### config.mk
export PLATFORM = sky130hd
export DESIGN_NAME = mem_rr_arb_flat
export DESIGN_NICKNAME = d
export VERILOG_FILES = /design/src/rtl/mem_rr_arb_if.sv /design/src/rtl/mem_rr_arb.sv /design/src/flat_wrapper.sv
export SDC_FILE = /design/constraint.sdc
export NUM_CORES = 1
export LEC_CHECK = 0
export ABC_AREA = 1
export CORE_AREA = 2 2 134 136
export CTS_CLUSTER_DIAMETER = 60
export DETAILED_ROUTE_END_ITERATION = 7
export DIE_AREA = 0 0 136 138
export DONT_BUFFER_PORTS = 1
export PLACE_DENSITY = 0.3
export SLEW_MARGIN = 20
export SYNTH_ARGS = -nofsm -noshare
export SYNTH_HDL_FRONTEND = slang
export SYNTH_SLANG_ARGS = --single-unit
export TNS_END_PERCENT = 30
### constraint.sdc
create_clock -name clk -period 1.8 [get_ports clk]
set_input_delay 0.36 -clock clk [delete_from_list [all_inputs] [get_ports clk]]
set_output_delay 0.36 -clock clk [all_outputs]
set_load 0.01 [all_outputs]
### src/rtl/mem_rr_arb_if.sv
// mem_rr_arb_if: requester-side and memory-side bus of the shared memory port.
//
// Handshake (valid/ready, both sides): a requester raises m_valid[i] with its
// addr/wdata/wstrb and holds all of them stable until the cycle in which
// m_ready[i] is high; that cycle completes the transaction and m_rdata carries
// the read data. Downstream, mem_valid/mem_addr/mem_wdata/mem_wstrb stay stable
// until mem_ready, and mem_rdata is valid in the mem_ready cycle. wstrb == 0
// means a read.
//
// Signals:
//   m_valid/m_ready   per-requester request / completion pulse (NPORTS bits)
//   m_addr/m_wdata    32 bits per requester, port i at [32i+31:32i]
//   m_wstrb           4 bits per requester, port i at [4i+3:4i]
//   m_rdata           read data broadcast to all requesters
//   mem_*             single downstream memory port
// Modports:
//   master  the arbiter (issues the downstream request)
//   slave   the environment (requesters plus memory)
interface mem_rr_arb_if #(
  parameter int NPORTS = 3
) ();
  logic [NPORTS-1:0]    m_valid;
  logic [NPORTS-1:0]    m_ready;
  logic [32*NPORTS-1:0] m_addr;
  logic [32*NPORTS-1:0] m_wdata;
  logic [4*NPORTS-1:0]  m_wstrb;
  logic [31:0]          m_rdata;
  logic                 mem_valid;
  logic                 mem_ready;
  logic [31:0]          mem_addr;
  logic [31:0]          mem_wdata;
  logic [3:0]           mem_wstrb;
  logic [31:0]          mem_rdata;

  modport master (
    input  m_valid, m_addr, m_wdata, m_wstrb, mem_ready, mem_rdata,
    output m_ready, m_rdata, mem_valid, mem_addr, mem_wdata, mem_wstrb
  );

  modport slave (
    output m_valid, m_addr, m_wdata, m_wstrb, mem_ready, mem_rdata,
    input  m_ready, m_rdata, mem_valid, mem_addr, mem_wdata, mem_wstrb
  );
endinterface

### src/rtl/mem_rr_arb.sv
// mem_rr_arb: round-robin arbiter/sequencer sharing one memory port between
// NPORTS requesters. An IDLE cycle registers a one-hot grant, the BUSY state
// passes exactly one transaction through combinationally, and priority rotates
// to start after the port that last completed. A watchdog sets a sticky fault
// when a BUSY transaction sees no mem_ready for TIMEOUT cycles.
//
// Ports:
//   clk        clock, rising edge
//   rst        synchronous active-high reset
//   bus        mem_rr_arb_if.master (requester and memory handshakes)
//   gnt        one-hot current grant, zero when not BUSY
//   fault      sticky watchdog fault, cleared only by rst
//   dbg_state  FSM state (0 = IDLE, 1 = BUSY)
module mem_rr_arb #(
  parameter int NPORTS  = 3,
  parameter int TIMEOUT = 255
) (
  input  logic               clk,
  input  logic               rst,
  mem_rr_arb_if.master       bus,
  output logic [NPORTS-1:0]  gnt,
  output logic               fault,
  output logic               dbg_state
);

  localparam int IW = (NPORTS > 1) ? $clog2(NPORTS) : 1;
  localparam logic [15:0] WDOG_LIMIT = 16'(TIMEOUT - 1);

  typedef enum logic {
    IDLE = 1'b0,
    BUSY = 1'b1
  } state_t;

  state_t          state;
  logic [IW-1:0]   last;
  logic [IW-1:0]   g_idx;
  logic [15:0]     wdog;

  logic            pick_valid;
  logic [IW-1:0]   pick_idx;
  logic [IW-1:0]   cand;
  logic            sel_valid;

  // Search last+1, last+2, ... (mod NPORTS); the first requester found wins.
  always_comb begin
    pick_valid = 1'b0;
    pick_idx   = '0;
    cand       = '0;
    for (int k = 1; k <= NPORTS; k++) begin
      cand = IW'((int'(last) + k) % NPORTS);
      if (!pick_valid && bus.m_valid[cand]) begin
        pick_valid = 1'b1;
        pick_idx   = cand;
      end
    end
  end

  // gnt is zero outside BUSY, so masking with it also gates everything to IDLE.
  assign sel_valid = |(gnt & bus.m_valid);

  always_ff @(posedge clk) begin
    if (rst) begin
      state <= IDLE;
      gnt   <= '0;
      g_idx <= '0;
      last  <= IW'(NPORTS - 1);
      wdog  <= '0;
      fault <= 1'b0;
    end else begin
      case (state)
        IDLE: begin
          if (!fault && pick_valid) begin
            gnt   <= NPORTS'(1) << pick_idx;
            g_idx <= pick_idx;
            wdog  <= '0;
            state <= BUSY;
          end
        end
        BUSY: begin
          if (bus.mem_ready) begin
            // Completion beats a same-cycle watchdog expiry.
            state <= IDLE;
            gnt   <= '0;
            last  <= g_idx;
          end else if (!sel_valid) begin
            // Requester withdrew: drop the grant, keep the rotation point.
            state <= IDLE;
            gnt   <= '0;
          end else if (wdog == WDOG_LIMIT) begin
            fault <= 1'b1;
            state <= IDLE;
            gnt   <= '0;
          end else if (wdog != 16'hffff) begin
            wdog <= wdog + 16'd1;
          end
        end
        default: begin
          state <= IDLE;
          gnt   <= '0;
        end
      endcase
    end
  end

  // Downstream pass-through of the granted port; all zero when nothing is granted.
  always_comb begin
    bus.mem_addr  = '0;
    bus.mem_wdata = '0;
    bus.mem_wstrb = '0;
    for (int i = 0; i < NPORTS; i++) begin
      if (gnt[i]) begin
        bus.mem_addr  = bus.m_addr[i*32 +: 32];
        bus.mem_wdata = bus.m_wdata[i*32 +: 32];
        bus.mem_wstrb = bus.m_wstrb[i*4 +: 4];
      end
    end
  end

  assign bus.mem_valid = sel_valid & ~fault;
  assign bus.m_ready   = gnt & {NPORTS{bus.mem_ready}};
  assign bus.m_rdata   = bus.mem_rdata;
  assign dbg_state     = state;

endmodule

### src/flat_wrapper.sv
// flat-port wrapper written by rule: the top's interface ports become plain ports
module mem_rr_arb_flat 
#(
  parameter int NPORTS  = 3,
  parameter int TIMEOUT = 255
)
  (clk, rst, gnt, fault, dbg_state, bus_m_valid, bus_m_addr, bus_m_wdata, bus_m_wstrb, bus_mem_ready, bus_mem_rdata, bus_m_ready, bus_m_rdata, bus_mem_valid, bus_mem_addr, bus_mem_wdata, bus_mem_wstrb);
  mem_rr_arb_if #(.NPORTS(NPORTS)) bus_i ();
  input  logic clk;
  input  logic rst;
  output logic [NPORTS-1:0] gnt;
  output logic fault;
  output logic dbg_state;
  input wire logic [$bits(bus_i.m_valid)-1:0] bus_m_valid;
  input wire logic [$bits(bus_i.m_addr)-1:0] bus_m_addr;
  input wire logic [$bits(bus_i.m_wdata)-1:0] bus_m_wdata;
  input wire logic [$bits(bus_i.m_wstrb)-1:0] bus_m_wstrb;
  input wire logic [$bits(bus_i.mem_ready)-1:0] bus_mem_ready;
  input wire logic [$bits(bus_i.mem_rdata)-1:0] bus_mem_rdata;
  output wire logic [$bits(bus_i.m_ready)-1:0] bus_m_ready;
  output wire logic [$bits(bus_i.m_rdata)-1:0] bus_m_rdata;
  output wire logic [$bits(bus_i.mem_valid)-1:0] bus_mem_valid;
  output wire logic [$bits(bus_i.mem_addr)-1:0] bus_mem_addr;
  output wire logic [$bits(bus_i.mem_wdata)-1:0] bus_mem_wdata;
  output wire logic [$bits(bus_i.mem_wstrb)-1:0] bus_mem_wstrb;
  assign bus_i.m_valid = bus_m_valid;
  assign bus_i.m_addr = bus_m_addr;
  assign bus_i.m_wdata = bus_m_wdata;
  assign bus_i.m_wstrb = bus_m_wstrb;
  assign bus_i.mem_ready = bus_mem_ready;
  assign bus_i.mem_rdata = bus_mem_rdata;
  assign bus_m_ready = bus_i.m_ready;
  assign bus_m_rdata = bus_i.m_rdata;
  assign bus_mem_valid = bus_i.mem_valid;
  assign bus_mem_addr = bus_i.mem_addr;
  assign bus_mem_wdata = bus_i.mem_wdata;
  assign bus_mem_wstrb = bus_i.mem_wstrb;
  mem_rr_arb #(.NPORTS(NPORTS), .TIMEOUT(TIMEOUT)) u_core (.clk(clk), .rst(rst), .bus(bus_i), .gnt(gnt), .fault(fault), .dbg_state(dbg_state));
endmodule
* After elaboration in Yosys (flattened, before gate mapping)
Index checks and enable logic that the tools add are counted.
Word-level totals: flip-flop bits (word level) 25, bits of input ports 242, output and inout port bits 109, logic and storage cells 80
Cells by class: $add $sub $neg 4, div/mod/pow operators 3, $lt $le $gt $ge 3, equal/unequal tests 8, shifts and indexed selects 1, mux-type cells 37, bitwise operators 6, reduce and logical (&&, ||, !) cells 12
Operators by type and width (number):
- $mux W32 | 6
- $mod A32 B3 Y32 const B | 3
- $mux W16 | 5
- $pmux W16 S2 | 1
- $add A16 B1 Y16 const B | 1
- $eq A16 B8 Y1 const B | 1
- $ne A16 B16 Y1 const B | 1
- $mux W3 | 4
- $mux W4 | 3
- $mux W1 | 10
- $lt A2 B3 Y1 const B | 3
- $ne A2 B2 Y1 const B | 4
- $add A2 B2 Y3 const B | 2
- $and A3 B3 Y3 | 2
- $bmux W1 S2 | 3
- $mux W2 | 3
- $pmux W3 S2 | 1
- $reduce_and A2 Y1 | 3
- $reduce_and A5 Y1 | 1
- $ne A4 B4 Y1 const B | 1
- $reduce_and A4 Y1 | 1
- $add A2 B1 Y3 const B | 1
- $logic_and A1 B1 Y1 | 3
- $logic_not A1 Y1 | 3
- other kinds (6) | 8

* Logic depth before layout (Yosys ltp)
Gate-level depths: netlist of run 1.
word-level depth 14, mapped depth 13, mapped depth without buffers 13

* Worst setup path before layout of run 1
Ideal clock, no wire load.
path type register to output, from register u_core.gnt[1], to output port bus_mem_wdata[14], arrival time 1.449 ns, required time 1.440 ns, path slack -0.009 ns, cell stages (with the launch flop) 7, buffers on the path 3, path through dfxtp_1 > buf_4 > nor2_1 > buf_2 > buf_2 > a22oi_1 > o21ai_0
On the way: cells in the longest elaborated chain, start to end 2
Ends and longest elaborated chain:
- from (decl) | line mem_rr_arb.sv:21 | output logic [NPORTS-1:0] gnt,
- from (signal assigned) | line mem_rr_arb.sv:73 | gnt <= NPORTS'(1) << pick_idx;
- $mux W32 (2 in a row) | line mem_rr_arb.sv:111 | if (gnt[i]) begin
- to (decl) | line flat_wrapper.sv:24 | output wire logic [$bits(bus_i.mem_wdata)-1:0] bus_mem_wdata;
No other way between the ends.

* Worst setup path after layout of run 1
from register u_core.gnt[0], to output port bus_mem_wdata[20]
On the way: cells in the longest elaborated chain, start to end 3
Ends and longest elaborated chain (line):
- $mux W32 (3 in a row) | mem_rr_arb.sv:111
No other way between the ends.

==> summary.txt, run 1 <==
Critical path
  – Reg-to-Reg End: u_core.wdog[6]
  – Required @ worst endpoint: 1.44 ns
  – Setup CP Type: reg -> out
  – Critical Path Sink Type: output port
  – Worst EP arrival: 1.69 ns
  – R2R cell count: 11
  – CP Launch Type: flip-flop
  – CP Max Fanout: 6
  – Worst R2R Start: u_core.last[0]
  – R2R Setup Slk: 0.03 ns

Floorplan
  – Num ports: 351
  – Die area: 0.0188 sq mm
  – Die Y: 138 microns
  – Die width: 136 microns
  – Initial Util: 18.2%
  – CORE AREA: 0.0175 sq mm
  – Row cnt: 49

Global routing
  – Largest net degree at the start of global routing: 33
  – Vias in the first global route: 3,852
  – GRT overflow: 0
  – Antenna violations before repair: 6
  – First-pass GRT wire length: 26,900 microns
  – Tot GR Track Use: 19.8%

Logic synthesis
  – Unique masters post-synth: 29
  – Mapped Area: 0.00319 sq mm
  – Combinational family with the most area after synthesis: compound AO/OA/AOI/OAI gates
  – Synth Register Bits: 25
  – Yosys top cell area share: 16.3%
  – Adder-cell share of the synthesized area: 2.35%
  – Post-Syn Area per Cell: 5.88 sq um
  – Register area share after synthesis: 15.7%
  – Synth Area in Simple Gates: 30.9%
  – Mapped Cells: 543
  – Synth Warn #: 0
  – Mux contribution to synthesized area: 0%
  – Largest cells by area after synthesis: nand2_1, a22oi_1, dfxtp_1, o21ai_0, buf_4
  – Compound-cell area share of the yosys netlist: 32.8%
  – Post-synthesis xor/xnor area fraction: 1.92%
  – Leading area contributor after synthesis: nand2_1
  – Synth Net Count: 791

Run status
  – Status: finished with violations
  – Violated checks: negative setup slack

Clock network
  – Post-CTS Hold Buffers: 0
  – CTS tree: built
  – TritonCTS Buffers: 3
  – CTS H-tree lvls: 1
  – CTS root buf: clkbuf_16
  – CTS max path bufs: 2
  – Worst skew pair latency: 0.27 ns
  – Clock-pin slew on the worst setup and hold paths: 0.07 ns
  – CTS sink cnt: 25

Layout
  – Commonest non-fill, non-tap cells in the layout: nand2_1, buf_4, o21ai_1, a22oi_1, nor2_1
  – Share of cells above drive strength 1: 35.3%
  – Register area: 515 sq um
  – Area of the multi-input gates: 0.00245 sq mm
  – Commonest non-fill, non-tap cell in the layout: nand2_1
  – Fin nets: 864
  – Fin cells: 846
  – Area Growth Syn to Fin: 50.7%
  – FILL cells: 1,974

Pwr
  – Pint: 2.53 mW
  – Leak Pwr: 1.85 nW
  – Sw Share: 46.6%
  – Worst VDD drop: 330 uV
  – Combinational share of power: 74.1%
  – P_sw: 2.21 mW
  – Clock Power Share: 11.0%
  – Flop pwr share: 14.9%
  – Power per Cell Area: 987 mW/mm^2

Timing
  – Max-slew violation count: 0
  – Setup ws final: -0.250 ns
  – RSZ-0062 raised after global routing: yes
  – Hold Vio Cnt, Final: 0
  – Maximum clock rate: 488 MHz
  – Setup violators final: 68
  – Minimum clock period: 2.05 ns
  – Fin crit share: 114%
  – Slew margin rel.: 77.6%
  – Clock Skew: 0.00633 ns
  – Worst slew pin tran: 0.336 ns
  – Worst hold slack: 0.143 ns

Placement
  – Inst Count DP: 824
  – IO Port Bufs: 0
  – GP Congestion: 0.967
  – Dpl hpwl: 17,000 microns

Min path
  – Hold EP: u_core.gnt[0]
  – Hold Crit Depth: 1
  – Hold WC Path Type: in -> reg
  – Hold Path Origin: rst

Routing
  – Iteration-0 DRC Markers: 235
  – Routed WL per cell: 24.6 microns
  – Antenna-violating nets left: 0
  – Vias per inst: 4.99
  – DR DRC count: 0
  – Drt first pass iters: 5
  – Vias: 4,220
  – Final wirelength: 20,800 microns

Flow run
  – Max cap viols: 0
cell families (layout without fill, tap and decap cells):
| kind of cell | after synthesis | count (layout) |
|---|---|---|
| AND/OR/NAND/NOR | 229 | 229 |
| AO/OA/AOI/OAI | 173 | 173 |
| buffers and inverters | 103 | 175 |
| flip-flops | 25 | 25 |
| XOR/XNOR | 7 | 7 |
| adder cells (fa/ha/maj) | 6 | 6 |
| other | 0 | 2 |
registers in the layout (all words and copies together) (netlist names):
| signal | count |
|---|---|
| u_core.g_idx | 2 |
| u_core.last | 2 |
| u_core.fault | 1 |
| u_core.wdog | 16 |
| u_core.gnt | 3 |
| u_core.dbg_state | 1 |
cells in the mapped netlist:
library cell / instances
o21ai_1: 8
clkinv_1: 1
nand3_2: 4
clkbuf_1: 28
ha_1: 6
nor3_1: 6
nand2_1: 139
nor2_1: 43
nor2_2: 1
dfxtp_1: 25
inv_2: 2
nand2_2: 2
buf_2: 5
nor3b_1: 1
nand2_4: 2
xor2_1: 6
o21ai_0: 75
nand3_1: 24
o21a_1: 1
xnor2_1: 1
buf_4: 33
inv_1: 33
a21oi_2: 2
and2_1: 1
buf_6: 1
nand4_1: 2
a22oi_1: 68
a21oi_1: 19
nor2_4: 4
area by class of cell:
class / count / share of cell area (%)
Multi-Input combinational cell: 415 / 51.0
Timing Repair Buffer: 135 / 27.6
Sequential cell: 25 / 10.7
Tap cell: 229 / 5.96
Inverter: 36 / 2.86
Clock buffer: 3 / 1.56
Clock inverter: 1 / 0.156
Antenna cell: 2 / 0.104
worst max-delay path, stage by stage (launching register included):
cell and delay [ns]:
dfxtp_2 0.34, inv_2 0.04, nor2_4 0.20, buf_12 0.18, buf_8 0.12, buf_4 0.11, a22oi_1 0.05, o21ai_1 0.21
buf_4 0.16
how the worst max path moves through the flow:
stage	end	from	slack (ns)	depth (start not counted)
after global routing	bus_mem_wdata[1]	u_core.gnt[0]	-0.29	8
after CTS	bus_mem_addr[2]	u_core.gnt[1]	-0.25	7
after detailed placement	u_core.wdog[6]	u_core.last[0]	-0.10	11
after floorplan	bus_mem_wdata[22]	u_core.gnt[1]	-0.009	6
final	bus_mem_wdata[20]	u_core.gnt[0]	-0.25	8
after global placement	u_core.wdog[14]	u_core.last[0]	-0.06	12
per-layer routing:
layer | vias up | global-route usage, % | part of all wire [%]
met5 | - | 3.70 | 0.22
met4 | 8 | 1.54 | 1.1
met3 | 25 | 15.1 | 17
met2 | 265 | 29.5 | 43
met1 | 1949 | 23.4 | 39
li1 | 1973 | - | -
repair_timing:
item	CTS	global route
setup buffers	3	7
pin swaps	5	16
cloned	4	4
endpoints found under the setup margin	85	90
gates resized for setup	95	66
power groups by stage:
stage | Combinational [mW] | Clock [mW] | Sequential, mW
final | 3.52 | 0.524 | 0.707
after global routing | 3.78 | 0.559 | 0.716
after CTS | 3.23 | 0.541 | 0.703
after detailed placement | 2.82 | 0 | 0.710
after global placement | 2.81 | 0 | 0.710
after floorplan | 1.37 | 0 | 0.697
per-stage QoR:
step | total power [mW] | util, % | TNS, ns | setup slack [ns] | cell area, sq um
5_1_grt | 5.05 | 27.4 | -15.58 | -0.292 | 4810
6_report | 4.75 | 27.4 | -10.27 | -0.250 | 4810
3_5_place_dp | 3.53 | 23.1 | -1.46 | -0.104 | 4060
3_3_place_gp | 3.52 | 23.1 | -0.429 | -0.0596 | 4060
4_1_cts | 4.47 | 25.5 | -9.82 | -0.253 | 4470
2_1_floorplan | 2.07 | - | -0.0864 | -0.00867 | 3190
(Power assumes the default switching activity.)
==> inputs of run 2 (changes only) <==
Settings changed: HOLD_SLACK_MARGIN set to 0.15.
==> summary.txt, run 2 (synthesized netlist as in run 1, its figures left out) <==
Layout
  – Top Registers: u_core.wdog (16), u_core.gnt (3)
  – Commonest non-fill, non-tap cell in the layout: nand2_1
  – Utilization after layout: 27.5%
  – Fin cells: 847
  – Number of flip-flops in the largest register: 16
  – Share of cells above drive strength 1: 35.2%
  – Area Growth Syn to Fin: 51.2%
  – Final instance area: 0.00483 sq mm
  – FILL cells: 1,975
  – Fin nets: 866
  – Commonest non-fill, non-tap cells in the layout: nand2_1, buf_4, o21ai_1, a22oi_1, nor2_1
  – Largest register by flop count: u_core.wdog

Timing
  – Setup violators final: 68
  – Minimum clock period: 2.06 ns
  – Clock Skew: 0.00617 ns
  – RSZ-0062 raised after global routing: yes
  – Setup ws final: -0.262 ns
  – Maximum clock rate: 485 MHz
  – Fin crit share: 115%
  – Worst slew pin tran: 0.336 ns
  – Slew margin rel.: 77.6%
  – Max-slew violation count: 0
  – Setup TNS: -10.42 ns
  – Hold Vio Cnt, Final: 0

Routing
  – Final wirelength: 20,800 microns
  – Antenna-violating nets left: 0
  – Met3 routed WL: 3600 microns
  – DR DRC count: 0
  – Drt first pass iters: 5
  – Post-Route M1 WL: 7920 microns
  – Routed WL per cell: 24.6 microns
  – Vias: 4,205
  – Routed wl met2: 8990 microns
  – Vias per inst: 4.96
  – DR top layer: met5
  – Iteration-0 DRC Markers: 276

Critical path
  – CP delay by family, top: buffers and inverters
  – Critical path's slowest cell: dfxtp_2
  – Setup CP Type: reg -> out
  – Critical-path cell list: inv_2 -> nor2_4 -> buf_12 -> buf_6 -> clkbuf_16 -> a22oi_1 -> o21ai_1 -> buf_4
  – CP Launch Type: flip-flop
  – R2R cell count: 11
  – Start point of the critical path: u_core.gnt[0]
  – Required @ worst endpoint: 1.44 ns
  – WP depth: 8
  – Reg-to-Reg End: u_core.wdog[6]
  – Crit path largest cell delay: 0.34 ns
  – CP Max Fanout: 6
  – R2R Setup Slk: 0.03 ns
  – Crit path capture: bus_mem_addr[1]
  – Worst path bufs/invs: 5
  – Critical Path Sink Type: output port
  – Worst R2R Start: u_core.last[0]
  – Worst EP arrival: 1.70 ns

Floorplan
  – CORE AREA: 0.0175 sq mm
  – Row cnt: 49
  – Die width: 136 microns
  – Num ports: 351
  – Die area: 0.0188 sq mm
  – Initial Util: 18.2%
  – Die Y: 138 microns

Global routing
  – First-pass GRT wire length: 27,000 microns
  – GRT overflow: 0
  – Vias in the first global route: 3,862
  – Tot GR Track Use: 19.9%
  – Antenna violations before repair: 6
  – Largest net degree at the start of global routing: 33

Placement
  – GP Congestion: 0.967
  – Dpl hpwl: 17,000 microns
  – IO Port Bufs: 0
  – Inst Count DP: 824
  – Post-DP Area: 0.00406 sq mm

Clock network
  – CTS H-tree lvls: 1
  – CTS root buf: clkbuf_16
  – CTS sink cnt: 25
  – CTS max path bufs: 2
  – Worst skew pair latency: 0.26 ns
  – Clock-pin slew on the worst setup and hold paths: 0.07 ns
  – CTS tree: built
  – TritonCTS Buffers: 3

Pwr
  – Sw Share: 46.6%
  – P_sw: 2.21 mW
  – Pint: 2.54 mW
  – Flop pwr share: 14.9%
  – Leak Pwr: 1.86 nW
  – Tot Pwr: 4.75 mW
  – Combinational share of power: 74.1%
  – Worst VDD drop: 329 uV
  – Clock Power Share: 11.0%
  – Power per Cell Area: 983 mW/mm^2

Run status
  – Status: finished with violations
  – Violated checks: negative setup slack

Flow run
  – Max cap viols: 0

Min path
  – Hold WC Path Type: in -> reg
[run 2: cell types whose count changed in the layout (fill, tap and decap cells not counted), sizes merged]
cell	before	now
diode	2	1
dlygate4sd3	0	2
[run 2: worst min path at each step]
stage,cells past startpoint,slack [ns],start,to
after floorplan,1,0.43,rst,u_core.gnt[2]
after CTS,1,0.15,rst,u_core.wdog[11]
after global routing,1,0.15,rst,u_core.wdog[11]
after detailed placement,1,0.43,rst,u_core.gnt[2]
after global placement,1,0.43,rst,u_core.gnt[2]
final,1,0.16,rst,u_core.fault
[run 2: layout make-up]
type / count / area [sq um] / share of cell area, %
tap: 229 / 287 / 5.93
inverter: 36 / 138 / 2.85
timing repair buffer: 137 / 1350 / 27.9
antenna: 1 / 2.50 / 0.0518
sequential: 25 / 515 / 10.7
clock buffer: 3 / 75.1 / 1.55
multi-input combinational: 415 / 2450 / 50.8
clock inverter: 1 / 7.51 / 0.155
[run 2: metrics by stage]
stage / setup slack, ns / hold WS, ns
finish: -0.262 / 0.156
global route: -0.292 / 0.150
CTS: -0.253 / 0.152
detailed placement: -0.104 / 0.429
global placement: -0.0596 / 0.426
floorplan: -0.00867 / 0.429
[run 2: timing repair]
| action | in CTS | in global routing |
|---|---|---|
| resized for setup | 95 | 66 |
| hold buffers | 1 | 1 |
| setup buffers | 3 | 7 |
| pin swaps | 5 | 16 |
| hold endpoints to repair | 3 | 1 |
| endpoints found under the setup margin | 85 | 90 |
| cloned | 4 | 4 |
[run 2: routing by layer]
layer	vias up	track usage, %
met5	-	3.70
met3	27	15.1
met4	10	1.54
met2	255	29.6
met1	1935	23.5
li1	1978	-
[run 2: power groups by stage]
stage | Clock (mW) | Sequential, mW | Combinational [mW]
after CTS | 0.541 | 0.703 | 3.23
after global routing | 0.559 | 0.716 | 3.78
after floorplan | 0 | 0.697 | 1.37
after detailed placement | 0 | 0.710 | 2.82
final | 0.522 | 0.707 | 3.52
after global placement | 0 | 0.710 | 2.81
==> inputs of run 3 (changes only) <==
Settings changed: CAP_MARGIN set to 5.
==> results of run 3 <==
Final layout, timing and power as in run 2 (identical DEF).
